**config.mk**
```make
export PLATFORM = sky130hd
export DESIGN_NAME = bin2bcd_seq
export DESIGN_NICKNAME = d
export VERILOG_FILES = /design/src/rtl/bin2bcd_seq.sv
export SDC_FILE = /design/constraint.sdc
export NUM_CORES = 1
export LEC_CHECK = 0
export BUFFER_PORTS_ARGS = -buffer_cell sky130_fd_sc_hd__buf_2
export CAP_MARGIN = 20
export CORE_MARGIN = 2
export CORE_UTILIZATION = 51
export CTS_CLUSTER_SIZE = 28
export DETAILED_ROUTE_END_ITERATION = 10
export GPL_TIMING_DRIVEN = 1
export PLACE_DENSITY = 0.82
export SLEW_MARGIN = 10
export SYNTH_ARGS = -nofsm -noshare
export SYNTH_HDL_FRONTEND = slang
export SYNTH_SLANG_ARGS = --single-unit
```
**constraint.sdc**
```tcl
create_clock -name Clock -period 1.75 [get_ports Clock]
set_clock_uncertainty 0.1 [all_clocks]
set_input_delay 0 -clock Clock [delete_from_list [all_inputs] [get_ports Clock]]
set_output_delay 0 -clock Clock [all_outputs]
set_load 0.1 [all_outputs]
```
**src/rtl/bin2bcd_seq.sv**
```systemverilog
// rtl/bin2bcd_seq.sv - sequential shift-and-add-3 binary-to-BCD converter
module bin2bcd_seq #(
    parameter int N      = 32,
    parameter int SIGNED = 0,
    parameter int STEPS  = 1,
    localparam int DIGITS = ((N * 1233) >> 12) + 1
) (
    input  logic                  Clock,
    input  logic                  Reset,
    input  logic                  Start,
    input  logic [N-1:0]          V,
    output logic                  Ready,
    output logic                  Done,
    output logic [4*DIGITS-1:0]   BCD,
    output logic                  Sign
);

    localparam int K  = N / STEPS;
    localparam int CW = (K > 1) ? $clog2(K) : 1;
    localparam logic [CW-1:0] LAST = CW'(K - 1);

    if ((N % STEPS) != 0) begin : g_bad_steps
        $error("bin2bcd_seq: N must be a multiple of STEPS");
    end

    typedef enum logic [1:0] {
        S_IDLE    = 2'd0,
        S_CONVERT = 2'd1,
        S_DONE    = 2'd2
    } state_t;

    state_t                state_q;
    logic                  ready_q;
    logic                  done_q;
    logic [4*DIGITS-1:0]   bcd_q;
    logic                  sign_q;
    logic [4*DIGITS-1:0]   dig_q;
    logic [N-1:0]          bin_q;
    logic                  neg_q;
    logic [CW-1:0]         cnt_q;

    logic [4*DIGITS-1:0]   dig_d;
    logic [N-1:0]          bin_d;
    logic                  neg_in;
    logic [N-1:0]          mag_in;

    // Magnitude of the incoming value; the most negative value wraps to 2^(N-1) unsigned.
    always_comb begin
        neg_in = (SIGNED != 0) && V[N-1];
        mag_in = neg_in ? ((~V) + N'(1)) : V;
    end

    // STEPS rounds of add-3 correction followed by a one-bit shift of {digits, bin}.
    always_comb begin
        dig_d = dig_q;
        bin_d = bin_q;
        for (int s = 0; s < STEPS; s++) begin
            for (int j = 0; j < DIGITS; j++) begin
                if (dig_d[4*j +: 4] >= 4'd5) begin
                    dig_d[4*j +: 4] = dig_d[4*j +: 4] + 4'd3;
                end
            end
            dig_d = {dig_d[4*DIGITS-2:0], bin_d[N-1]};
            bin_d = bin_d << 1;
        end
    end

    // Control FSM with registered handshake outputs and result registers.
    always_ff @(posedge Clock) begin
        if (Reset) begin
            state_q <= S_IDLE;
            ready_q <= 1'b1;
            done_q  <= 1'b0;
            bcd_q   <= '0;
            sign_q  <= 1'b0;
            dig_q   <= '0;
            bin_q   <= '0;
            neg_q   <= 1'b0;
            cnt_q   <= '0;
        end else begin
            unique case (state_q)
                S_IDLE, S_DONE: begin
                    done_q <= 1'b0;
                    if (Start) begin
                        bin_q   <= mag_in;
                        neg_q   <= neg_in;
                        dig_q   <= '0;
                        cnt_q   <= '0;
                        state_q <= S_CONVERT;
                        ready_q <= 1'b0;
                    end else begin
                        state_q <= S_IDLE;
                        ready_q <= 1'b1;
                    end
                end
                S_CONVERT: begin
                    dig_q <= dig_d;
                    bin_q <= bin_d;
                    cnt_q <= cnt_q + CW'(1);
                    if (cnt_q == LAST) begin
                        state_q <= S_DONE;
                        done_q  <= 1'b1;
                        ready_q <= 1'b1;
                        bcd_q   <= dig_d;
                        // A negative input always has a nonzero magnitude.
                        sign_q  <= neg_q;
                    end
                end
                default: begin
                    state_q <= S_IDLE;
                    ready_q <= 1'b1;
                    done_q  <= 1'b0;
                end
            endcase
        end
    end

    assign Ready = ready_q;
    assign Done  = done_q;
    assign BCD   = bcd_q;
    assign Sign  = sign_q;

endmodule
```
==> flow_summary.toml, run 1 <==
[route]
post_drt_wl_per_cell_um = 16.3
drtIter0Drc = 329
antenna_left = 0
wl_um = 13400
drcViolationCount = 0
dr.pass1.iters = 8
viasPerCell = 5.64
via_count = 4617

[die]
ios = 78
dieHeight_um = 106
die-area_um2 = 11100
core_um2 = 10200
num_rows = 37
die_w_um = 106
initial_core_util_pct = 51.6

[layout]
mostFrequentLayoutCell = "dfxtp_1"
drive_above_1_share_pct = 26.4
finalNetCount = 726
antenna_cells = 0
final_cell_mix = "dfxtp_1, buf_2, inv_1"
finalNonFillerCells = 818
final_area_um2 = 6920
area_delta_synth_final_pct = 31.6

[yosys]
synth_area_um2 = 5260
ys_ff_latch = 121
synth.distinct_cells = 42
synth-seq-area-share_pct = 46.1
synthArstFlopShare_pct = 0
synth-main-ff-cell = "dfxtp_1"
synth-edff-count = 0
syn-num-nets = 604
ys_warn_count = 0
syn_inst = 547
avgSynthCellArea_um2 = 9.61

[clocking]
clk_latency_ns = 0.52
cts_tree = "built"
path_clk_slew_ns = 0.06
numClockSinks = 121
cts-root-buf = "clkbuf_8"
cts_buffers = 17
clock_path_buffers = 2
htreeDepth = 4

[pwr]
p_int_mw = 5.08
switchingPower_mw = 1.59
p_seq_share_pct = 43.0
totalPowerFinal_mw = 6.67
p_comb_share_pct = 6.3
switching_share_pct = 23.9
clockPowerShare_pct = 50.8
p_leak_nw = 3.06
ir_drop_v = 0.000575
p_per_area_nw_per_um2 = 964

[critical_path]
path_max_fanout = 4
cpMaxStageDelayCell = "or4_4"
critPathKind = "reg -> reg"
cp.required_ns = 2.11
worstReg2RegEnd = "BCD[37]"
crit_arrival_ns = 2.10
path_cells = "ha_4, and3_4, ha_4, buf_6, nand2_4, or4_4, nand3_2"
end_kind = "register"
r2r_cells = 7
rrSetupSlack_ns = 0.01
r2r-start = "cnt_q[0]"
startpoint = "cnt_q[0]"
crit_end = "BCD[37]"
path_common_cell = "ha_4"
max_stage_delay_ns = 0.53
start_kind = "register"

[status]
outcome = "finished, final reports clean"

[grt]
grt_max_degree = 43
grt_usage_pct = 23.8
grt-busiest-layer = "met2"
grtUsageMet2_pct = 42.0
antenna_found_initial = 0
grt_pass1_vias = 4652
grt_overflow = 0
met3_usage_pct = 6.12
grt_pass1_wl_um = 21500
grtUsageMet1_pct = 27.8

[place]
gp_congestion = 0.863
dpl_cell_area_um2 = 5810
dp.cells = 746
io_buffers = 76
place_hpwl_um = 8210
post-place-ws_ns = -0.130

[sta]
slew-limit-headroom_pct = 50.8
finalSetupViolations = 0
hold_viol = 0
setup_ws_ns = 0.0118
rsz0062_at_grt = "yes"
slew_viol_final = 0
finalCritPeriodShare_pct = 99.3
layout_min_cycle_time_ns = 1.74
tightest_slew_ns = 0.737
fmax_mhz = 575
tns_ns = 0

[run]
maxCapViolCount = 0

[min_path]
hp-class = "in -> reg"
==> worst min-delay path by stage <==
stage / startpoint / to / slack, ns / depth (start not counted)
after floorplan: V[31] / bin_q[31] / 0.02 / 2
after global placement: V[31] / bin_q[31] / 0.11 / 3
after detailed placement: V[0] / bin_q[0] / 0.12 / 2
after CTS: V[0] / bin_q[0] / 0.12 / 3
after global routing: V[7] / bin_q[7] / 0.16 / 4
final: V[15] / bin_q[15] / 0.14 / 4
==> logic make-up after synthesis <==
| group | after synthesis | share of synthesized area (%) |
|---|---|---|
| AO/OA/AOI/OAI | 159 | 21.5 |
| AND/OR/NAND/NOR | 135 | 15.4 |
| flip-flops | 121 | 46.1 |
| buffers and inverters | 89 | 8.11 |
| adder cells (fa/ha/maj) | 22 | 5.23 |
| XOR/XNOR | 10 | 1.67 |
| multiplexers | 10 | 1.93 |
| other | 1 | 0.0713 |
==> power groups by stage <==
stage	sequential (mW)	combinational (mW)	clock, mW
4_1_cts	2.86	0.398	3.41
2_1_floorplan	2.92	0.220	0
3_3_place_gp	2.92	0.321	0
3_5_place_dp	2.92	0.335	0
5_1_grt	2.87	0.446	3.55
6_report	2.87	0.417	3.39
==> timing repair <==
| action | CTS | global route |
|---|---|---|
| setup buffers | 0 | 4 |
| hold endpoints to repair | 44 | 0 |
| endpoints found under the setup margin | 66 | 33 |
| hold buffers | 34 | 0 |
| gates cloned | 1 | 1 |
| resized for setup | 16 | 20 |
| pin swaps | 2 | 8 |
==> synth_stat cells (9+ instances only) <==
library cell / number / share of area [%]
a222oi_1: 31 / 5.9
nor2_1: 25 / 1.8
mux2i_1: 9 / 1.7
ha_1: 22 / 5.2
dfxtp_1: 121 / 46
nand2b_1: 12 / 1.4
or3b_2: 9 / 1.5
a21o_1: 20 / 2.9
o21ai_1: 15 / 1.4
xnor2_1: 10 / 1.7
buf_2: 17 / 1.6
a22o_1: 17 / 2.8
nand2_1: 29 / 2.1
nor3_1: 10 / 0.95
a311oi_1: 9 / 1.5
inv_1: 51 / 3.6
o21ai_0: 36 / 3.4
a21oi_1: 18 / 1.7
nor3b_1: 23 / 3.3
a211oi_1: 11 / 1.6
==> cell type report <==
| cell class | instances | area (um2) |
|---|---|---|
| repair buffers | 139 | 1000 |
| fillers | 734 | 3260 |
| well taps | 136 | 170 |
| clock inverters | 14 | 151 |
| inverters | 52 | 198 |
| clock buffers | 18 | 428 |
| multi-input cells | 338 | 2540 |
| flip-flops and latches | 121 | 2430 |
==> flip-flops by register name, indices dropped and copies added, names as in the netlist <==
name,cells
state_q,2
dig_q,40
Done,1
cnt_q,5
Ready,1
BCD,40
bin_q,32
==> per-layer routing <==
layer / wire length [um] / part of all wire [%]
met1: 5610 / 42
met5: 0 / 0
met2: 6840 / 51
met3: 721 / 5.4
met4: 184 / 1.4
==> through the flow <==
step	hold WS, ns	utilization, %
after global placement	0.108	57.1
after floorplan	0.0192	-
after CTS	0.117	66.7
after global routing	0.163	67.9
final	0.145	67.9
after detailed placement	0.122	57.1
==> worst max-delay path: cells and delay by family (launching register included) <==
family / cells / cell delay (ns)
adders and majority gates: 2 / 0.27
buffers and inverters: 1 / 0.11
DFF: 1 / 0.36
and+or+nand+nor: 4 / 0.85
(Power assumes the default switching activity.)
==> run 2, diff against run 1 <==
--- a/config.mk
+++ b/config.mk
@@ -12,7 +12,7 @@
 export CTS_CLUSTER_SIZE = 28
 export DETAILED_ROUTE_END_ITERATION = 10
 export GPL_TIMING_DRIVEN = 1
-export PLACE_DENSITY = 0.82
+export PLACE_DENSITY = 0.75
 export SLEW_MARGIN = 10
 export SYNTH_ARGS = -nofsm -noshare
 export SYNTH_HDL_FRONTEND = slang
==> run 2 against run 1 <==
Via count shrank 2.8%. Register-to-register slack gained 0.07 ns. Non-clock buffer count shrank 5. Sequential cell count is the same. Global-route usage down 0.48 points. Sequential power is essentially flat. Critical path depth is the same. Cell count is 0.73% lower. Critical path type unchanged.
==> flow_summary.toml, run 2 (synthesis gave the netlist of run 1 again) <==
[clocking]
numClockSinks = 121
htreeDepth = 4
cts_setup_buffers = 0
path_clk_slew_ns = 0.06
clk_latency_ns = 0.52
cts-root-buf = "clkbuf_8"
cts_tree = "built"
cts_buffers = 17
clock_path_buffers = 2

[pwr]
p_per_area_nw_per_um2 = 956
ir_drop_v = 0.000777
p_leak_nw = 2.99

[die]
die_w_um = 106
ios = 78
initial_core_util_pct = 51.6
num_rows = 37
core_um2 = 10200
dieHeight_um = 106
die-area_um2 = 11100

[place]
place_hpwl_um = 8030
io_buffers = 76
gp_congestion = 0.802

[sta]
finalSetupViolations = 0
fmax_mhz = 598
tns_ns = 0
finalCritPeriodShare_pct = 95.5
rsz0062_at_grt = "yes"
slew_viol_final = 0
layout_min_cycle_time_ns = 1.67
hold_viol = 0

[critical_path]
critPathKind = "reg -> reg"
cp.required_ns = 2.08
path_max_fanout = 14
end_kind = "register"
start_kind = "register"
crit_arrival_ns = 2.00

[layout]
antenna_cells = 0
fin_util_pct = 67.2
mostFrequentLayoutCell = "dfxtp_1"
fillers = 804
final_cell_mix = "dfxtp_1, buf_2, inv_1"
area_delta_synth_final_pct = 30.1
drive_above_1_share_pct = 24.9
finalNetCount = 720

[route]
dr.pass1.iters = 6
wl_um = 12700
post_drt_wl_per_cell_um = 15.6
via_count = 4488
drtIter0Drc = 276
viasPerCell = 5.53
drcViolationCount = 0
antenna_left = 0

[grt]
antenna_found_initial = 0
grt_pass1_wl_um = 20800
grtUsageMet1_pct = 26.8
grt_usage_pct = 23.3
grt-busiest-layer = "met2"
grt_pass1_vias = 4492
grt_overflow = 0
grtUsageMet2_pct = 41.4
met3_usage_pct = 6.62
grt_max_degree = 43

[status]
outcome = "finished, final reports clean"

[min_path]
hp-class = "in -> reg"

[run]
maxCapViolCount = 0
==> run 2: cell count changes in the layout (fill, tap and decap cells not counted), moves of 2 or more <==
cell | before | now
clkinv_4 | 5 | 3
dfxtp_1 | 117 | 119
clkinvlp_4 | 5 | 7
nor2_1 | 22 | 24
buf_4 | 20 | 13
==> run 2: worst max-delay path, cell delays in order (launching register included) <==
cell	delay [ns]
dfxtp_2	0.35
ha_4	0.13
and3_4	0.19
ha_4	0.12
and2_4	0.21
buf_8	0.17
nor2_1	0.05
a311oi_1	0.26
==> run 2: per-stage QoR <==
| stage | std cells | total power [mW] | setup slack (ns) | hold WS, ns | instance area [um2] |
|---|---|---|---|---|---|
| final | 812 | 6.54 | 0.0780 | 0.133 | 6840 |
| after CTS | 812 | 6.57 | -0.0427 | 0.102 | 6730 |
| after detailed placement | 746 | 3.25 | -0.0371 | 0.113 | 5820 |
| after global routing | 812 | 6.76 | -0.0105 | 0.141 | 6840 |
| after global placement | 746 | 3.24 | 0.0205 | 0.107 | 5820 |
| after floorplan | 547 | 3.14 | 0.00605 | 0.0192 | 5270 |
==> run 2: power breakdown <==
group | total (mW) | switching, mW | internal [mW]
Sequential | 2.86 | 0.0403 | 2.82
Combinational | 0.411 | 0.219 | 0.192
Clock | 3.27 | 1.31 | 1.96
Total | 6.54 | 1.57 | 4.98
==> run 2: final timing paths <==
path                                 from         to  slack (ns)  cells after the start
worst max-delay path             cnt_q[0]     BCD[3]        0.08                      7
worst min-delay path                V[23]  bin_q[23]        0.13                      4
worst max register to register   cnt_q[0]     BCD[3]        0.08                      7
worst min register to register  dig_q[37]  dig_q[37]        0.35                      2
==> run 2: layout make-up <==
type,count,area (um2),area share [%]
inverter,52,195,2.85
sequential,121,2420,35.4
multi-input combinational,337,2500,36.5
clock buffer,19,442,6.45
clock inverter,13,123,1.79
timing repair buffer,134,988,14.4
tap,136,170,2.49
==> run 2: per-layer routing <==
| layer | up-vias | wire [um] | part of all wire [%] |
|---|---|---|---|
| met3 | 18 | 601 | 4.7 |
| met2 | 114 | 6550 | 52 |
| met4 | 0 | 177 | 1.4 |
| met1 | 2144 | 5340 | 42 |
| li1 | 2212 | - | - |
| met5 | - | 0 | 0 |
==> run 2: repair_timing <==
action | 4_1_cts | 5_1_grt
hold buffers | 34 | 0
setup endpoints to repair | 8 | 68
cloned | 0 | 0
pin swaps | 0 | 9
endpoints found under the hold margin | 43 | 0
resized for setup | 0 | 28
